### config.mk
export PLATFORM = sky130hd
export DESIGN_NAME = cla_seq_adder
export DESIGN_NICKNAME = d
export VERILOG_FILES = /design/src/rtl/cla_seq_adder_pkg.sv /design/src/rtl/cla_16.sv /design/src/rtl/cla_seq_adder.sv
export SDC_FILE = /design/constraint.sdc
export NUM_CORES = 1
export LEC_CHECK = 0
export ABC_AREA = 1
export ABC_CLOCK_PERIOD_IN_PS = 4100
export BUFFER_PORTS_ARGS = -buffer_cell sky130_fd_sc_hd__buf_2
export CAP_MARGIN = 20
export CELL_PAD_IN_SITES_DETAIL_PLACEMENT = 2
export CELL_PAD_IN_SITES_GLOBAL_PLACEMENT = 2
export CORE_UTILIZATION = 29
export CTS_CLUSTER_DIAMETER = 80
export CTS_CLUSTER_SIZE = 25
export DETAILED_ROUTE_END_ITERATION = 8
export PLACE_DENSITY = 0.83
export SYNTH_ARGS = -nofsm -noshare
export SYNTH_HDL_FRONTEND = slang
export SYNTH_SLANG_ARGS = --single-unit
### constraint.sdc
create_clock -name clk -period 4.1 [get_ports clk]
set_input_delay 0.41 -clock clk [delete_from_list [all_inputs] [get_ports clk]]
set_output_delay 0.41 -clock clk [all_outputs]
set_load 0.02 [all_outputs]
### src/rtl/cla_seq_adder_pkg.sv
// Shared types and constants for the chunked sequential adder.
//   state_e : controller states (idle, running chunks, result held)
//   CHUNK_W : width of the shared cla_16 datapath
package cla_seq_adder_pkg;

  localparam int unsigned CHUNK_W = 16;

  typedef enum logic [1:0] {
    StIdle = 2'd0,
    StRun  = 2'd1,
    StDone = 2'd2
  } state_e;

endpackage

### src/rtl/cla_16.sv
// 16-bit two-level carry-lookahead adder: four 4-bit groups with group
// propagate/generate, and a second lookahead level for the group carries.
//   a, b : operands
//   cin  : carry in
//   sum  : a + b + cin (low 16 bits)
//   cout : carry out of bit 15
module cla_16 (
  input  logic [15:0] a,
  input  logic [15:0] b,
  input  logic        cin,
  output logic [15:0] sum,
  output logic        cout
);

  logic [15:0] w_p;
  logic [15:0] w_g;
  logic [3:0]  w_gp;
  logic [3:0]  w_gg;
  logic [4:0]  w_gc;

  assign w_p = a ^ b;
  assign w_g = a & b;

  always_comb begin
    w_gp = '0;
    w_gg = '0;
    for (int j = 0; j < 4; j++) begin
      w_gp[j] = &w_p[4*j +: 4];
      w_gg[j] = w_g[4*j+3]
              | (w_p[4*j+3] & w_g[4*j+2])
              | (w_p[4*j+3] & w_p[4*j+2] & w_g[4*j+1])
              | (w_p[4*j+3] & w_p[4*j+2] & w_p[4*j+1] & w_g[4*j]);
    end
  end

  // Group carries are flattened so no group waits on the previous one.
  assign w_gc[0] = cin;
  assign w_gc[1] = w_gg[0] | (w_gp[0] & cin);
  assign w_gc[2] = w_gg[1] | (w_gp[1] & w_gg[0]) | (w_gp[1] & w_gp[0] & cin);
  assign w_gc[3] = w_gg[2] | (w_gp[2] & w_gg[1]) | (w_gp[2] & w_gp[1] & w_gg[0])
                 | (w_gp[2] & w_gp[1] & w_gp[0] & cin);
  assign w_gc[4] = w_gg[3] | (w_gp[3] & w_gg[2]) | (w_gp[3] & w_gp[2] & w_gg[1])
                 | (w_gp[3] & w_gp[2] & w_gp[1] & w_gg[0])
                 | (w_gp[3] & w_gp[2] & w_gp[1] & w_gp[0] & cin);

  assign cout = w_gc[4];

  always_comb begin : g_bits
    logic c;
    c   = 1'b0;
    sum = '0;
    for (int j = 0; j < 4; j++) begin
      c = w_gc[j];
      for (int i = 0; i < 4; i++) begin
        sum[4*j+i] = w_p[4*j+i] ^ c;
        c          = w_g[4*j+i] | (w_p[4*j+i] & c);
      end
    end
  end

endmodule

### src/rtl/cla_seq_adder.sv
// Multi-cycle WIDTH-bit adder/subtractor that time-shares one cla_16,
// processing one 16-bit chunk per cycle, least-significant chunk first.
//   clk, rst_n          : clock, async active-low reset
//   in_valid / in_ready : request handshake (ready only in idle)
//   a, b, cin, sub      : operands; sub=1 computes a-b (cin ignored)
//   out_valid/out_ready : result handshake; result held until accepted
//   sum, cout, overflow : result, final carry (1 = no borrow on sub), signed overflow
module cla_seq_adder
  import cla_seq_adder_pkg::*;
#(
  parameter int unsigned WIDTH = 64
) (
  input  logic             clk,
  input  logic             rst_n,
  input  logic             in_valid,
  output logic             in_ready,
  input  logic [WIDTH-1:0] a,
  input  logic [WIDTH-1:0] b,
  input  logic             cin,
  input  logic             sub,
  output logic             out_valid,
  input  logic             out_ready,
  output logic [WIDTH-1:0] sum,
  output logic             cout,
  output logic             overflow
);

  localparam int unsigned CHUNKS = WIDTH / CHUNK_W;
  localparam int unsigned CW     = (CHUNKS > 1) ? $clog2(CHUNKS) : 1;
  localparam logic [CW-1:0] LastChunk = CW'(CHUNKS - 1);

  state_e                           r_state;
  logic [CHUNKS-1:0][CHUNK_W-1:0]   r_a;
  logic [CHUNKS-1:0][CHUNK_W-1:0]   r_b;   // already inverted for subtract
  logic [CHUNKS-1:0][CHUNK_W-1:0]   r_sum;
  logic                             r_carry;
  logic [CW-1:0]                    r_cnt;
  logic                             r_cout;
  logic                             r_ovf;
  logic                             r_out_valid;

  logic [CHUNK_W-1:0] w_chunk_sum;
  logic               w_chunk_cout;

  // Datapath inputs come only from registers: no a/b -> sum combinational path.
  cla_16 u_cla (
    .a    (r_a[r_cnt]),
    .b    (r_b[r_cnt]),
    .cin  (r_carry),
    .sum  (w_chunk_sum),
    .cout (w_chunk_cout)
  );

  always_ff @(posedge clk or negedge rst_n) begin
    if (!rst_n) begin
      r_state     <= StIdle;
      r_a         <= '0;
      r_b         <= '0;
      r_sum       <= '0;
      r_carry     <= 1'b0;
      r_cnt       <= '0;
      r_cout      <= 1'b0;
      r_ovf       <= 1'b0;
      r_out_valid <= 1'b0;
    end else begin
      unique case (r_state)
        StIdle: begin
          if (in_valid) begin
            r_a     <= a;
            r_b     <= b ^ {WIDTH{sub}};
            r_carry <= sub | cin;
            r_cnt   <= '0;
            r_state <= StRun;
          end
        end
        StRun: begin
          r_sum[r_cnt] <= w_chunk_sum;
          r_carry      <= w_chunk_cout;
          if (r_cnt == LastChunk) begin
            r_cout      <= w_chunk_cout;
            // Sign of the result comes straight from the top chunk's sum.
            r_ovf       <= (r_a[CHUNKS-1][CHUNK_W-1] == r_b[CHUNKS-1][CHUNK_W-1]) &&
                           (w_chunk_sum[CHUNK_W-1] != r_a[CHUNKS-1][CHUNK_W-1]);
            r_out_valid <= 1'b1;
            r_state     <= StDone;
          end else begin
            r_cnt <= r_cnt + CW'(1);
          end
        end
        StDone: begin
          if (out_ready) begin
            r_out_valid <= 1'b0;
            r_state     <= StIdle;
          end
        end
        default: r_state <= StIdle;
      endcase
    end
  end

  assign in_ready  = (r_state == StIdle);
  assign out_valid = r_out_valid;
  assign sum       = r_sum;
  assign cout      = r_cout;
  assign overflow  = r_ovf;

endmodule

==> results.sh <==
export IMPL_p_comb_share_pct=55.3
export IMPL_clock_sinks=200
export IMPL_layout_commonest_cell="nand2_1"
export IMPL_hp_class="in2async"
export IMPL_r2r_end="sum[63]"
export IMPL_start_kind="flop"
export IMPL_nets=1460
export IMPL_drive_gt1_share_pct=22.2
export IMPL_seqPwrFrac_pct=30.1
export IMPL_die_h_um=184
export IMPL_whs_ns=0.115
export IMPL_die_x_um=184
export IMPL_syn_avg_cell_area_um2=8.69
export IMPL_worstPathMaxFanout=25
export IMPL_fmax_mhz=257
export IMPL_drtIter0Drc=415
export IMPL_placement_io_buffers=201
export IMPL_fin_skew_ns=0.0161
export IMPL_crit_type="reg2reg"
export IMPL_route_antenna_remaining_nets=0
export IMPL_r2r_setup_slack_ns=0.21
export IMPL_core_mm2=0.0325
export IMPL_vdd_ir_drop_max_v=0.000438
export IMPL_slew_viol_final=0
export IMPL_cts_buffers=17
export IMPL_setup_viol=0
export IMPL_start_util_pct=29.5
export IMPL_critPathCaptureType="flop"
export IMPL_dp_slack_ns=-0.216
export IMPL_ys_top_cells_by_area="dfrtp_1 52%, nand2_1 16%, o21ai_0 7.6%"
export IMPL_grt_max_degree=116
export IMPL_vias_per_cell=4.68
export IMPL_gp_congestion=0.864
export IMPL_required_ns=4.43
export IMPL_drt_pass1_iterations=4
export IMPL_wl_mm=33.0
export IMPL_final_cell_mix="403 x nand2_1, 199 x dfrtp_1, 199 x buf_2, 141 x o21ai_0, 67 x xnor2_1"
export IMPL_cts_root_buf="clkbuf_16"
export IMPL_p_leak_nw=5.94
export IMPL_worstPathArrival_ns=4.22
export IMPL_placed_area_mm2=0.0111
export IMPL_p_sw_w=0.00579
export IMPL_min_period_ns=3.89
export IMPL_netSwitchingFraction_pct=48.3
export IMPL_worstMarginPinSlew_ns=0.984
export IMPL_wl_per_cell_um=18.9
export IMPL_grt_pass1_wl_mm=50.3
export IMPL_overflow=0
export IMPL_io_pins=202
export IMPL_grt_use_total_pct=19.9
export IMPL_fin_crit_sh_pct=95.0
export IMPL_p_per_area_mw_per_mm2=1010
export IMPL_r2r_start="r_cnt[0]"
export IMPL_rsz0062_at_grt="no"
export IMPL_synth_nets=1271
export IMPL_cts_hold_buf=0
export IMPL_fin_area_mm2=0.0118
export IMPL_h_tree_depth=4
export IMPL_fin_ws_ns=0.206
export IMPL_dieArea_mm2=0.0338
export IMPL_ys_seq_elements=200
export IMPL_slew_limit_headroom_pct=34.4
export IMPL_grt_pass1_vias=8875
export IMPL_ys_types=28
export IMPL_cap_violations=0
export IMPL_syn_inst=1105
export IMPL_vias=8183
export IMPL_clkPwrFrac_pct=14.6
export IMPL_intPower_w=0.00620
export IMPL_rows=66
export IMPL_area_delta_synth_final_pct=23.4
export IMPL_drc=0
export IMPL_cts_tree="built"
export IMPL_outcome="finished clean"
export IMPL_syn_area_mm2=0.00960
export IMPL_worst_r2r_cell_count=17
export IMPL_clkLatencyLatePin_ns=0.44
export IMPL_clk_pin_slew_ns=0.08
export IMPL_synth_top_area_cell="dfrtp_1"
export IMPL_yosysSeqAreaShare_pct=52.1
export IMPL_antenna_cells=0
export IMPL_grt_antenna_before_repair=0
export IMPL_clockBufferDepth=2
export IMPL_hpwl_mm=24.7
export IMPL_finalHoldViolCount=0
export IMPL_synth_top_cell_area_share_pct=52.1
export IMPL_ys_warn_count=0
-- cells in the mapped netlist, drive strengths merged --
cell type	count
or2	1
a32oi	8
ha	20
a21oi	14
o22ai	24
nor3b	1
clkbuf	24
nand3	9
xor2	1
buf	43
nand2	404
dfrtp	200
o31ai	1
fa	12
nor3	1
inv	46
xnor2	67
nor2	61
o21ai	167
nand4	1
-- how the worst max path moves through the flow --
stage / from / end / slack (ns) / cells after the start
final: r_cnt[0] / sum[63] / 0.21 / 17
after global routing: r_cnt[0] / sum[47] / 0.02 / 17
after floorplan: r_cnt[0] / overflow / 0.01 / 20
after detailed placement: r_cnt[0] / overflow / -0.22 / 17
after global placement: r_cnt[0] / overflow / -0.04 / 19
after CTS: r_cnt[0] / overflow / 0.05 / 19
-- per-layer routing --
metal / share of wire (%) / vias up / wire length (um) / track usage, %
met1: 46 / 4059 / 15200 / 26.3
met5: 0 / - / 0 / 0
li1: - / 3899 / - / -
met2: 49 / 202 / 16200 / 34.0
met3: 3.5 / 23 / 1150 / 2.73
met4: 1.3 / 0 / 432 / 5.23
-- metrics by stage --
| stage | setup TNS, ns | std cells | total power (W) | util [%] |
|---|---|---|---|---|
| 6_report | 0 | 1749 | 0.0120 | 36.4 |
| 5_1_grt | 0 | 1749 | 0.0129 | 36.4 |
| 3_3_place_gp | -0.0450 | 1713 | 0.00965 | 34.2 |
| 4_1_cts | 0 | 1746 | 0.0121 | 36.3 |
| 2_1_floorplan | 0 | 1105 | 0.00730 | - |
| 3_5_place_dp | -0.898 | 1713 | 0.0101 | 34.2 |
-- power by group through the flow --
| stage | Clock (W) | Combinational (W) | Sequential, W |
|---|---|---|---|
| 4_1_cts | 0.00180 | 0.00664 | 0.00362 |
| 6_report | 0.00175 | 0.00664 | 0.00361 |
| 3_5_place_dp | 0 | 0.00647 | 0.00363 |
| 5_1_grt | 0.00187 | 0.00737 | 0.00370 |
| 2_1_floorplan | 0 | 0.00358 | 0.00371 |
| 3_3_place_gp | 0 | 0.00607 | 0.00359 |
-- final cells by class --
class / instances / area (um2)
Fill cell: 3752 / 20700
Sequential cell: 200 / 5010
Multi-Input combinational cell: 792 / 4130
Timing Repair Buffer: 237 / 1390
Tap cell: 442 / 553
Clock buffer: 18 / 439
Inverter: 46 / 178
Clock inverter: 14 / 160
-- worst max-delay path: stages (launching register included) --
cell and delay, ns:
dfrtp_2 0.47, buf_4 0.17, bufbuf_16 0.29, nor2_1 0.12, o22ai_1 0.10, ha_1 0.36
nand2_1 0.08, inv_1 0.07, nand3_1 0.08, nand3_1 0.10, or2_4 0.28, fa_2 0.40
fa_2 0.41, fa_2 0.41, xor2_2 0.16, buf_4 0.16, nand2_1 0.06, nand2_1 0.06
-- registers in the layout, indices dropped and copies added (netlist names) --
name       cells
r_a           64
r_b           64
sum           64
r_cnt          2
r_state        2
cout           1
out_valid      1
overflow       1
r_carry        1
-- cell families after synthesis --
logic type	after synthesis	share of synthesized area (%)
buf+inv	113	5.59
compound gates	214	11.9
fa+ha+maj	32	5.11
xor+xnor	68	6.20
simple gates	478	19.1
flops	200	52.1
-- what timing repair did --
item / CTS / global route
gates cloned: 1 / 0
buffers inserted: 0 / 2
pin swaps: 1 / 1
gates resized for setup: 13 / 6
setup endpoints to repair: 9 / 9
Note: power is estimated with default switching activity, not from simulation.
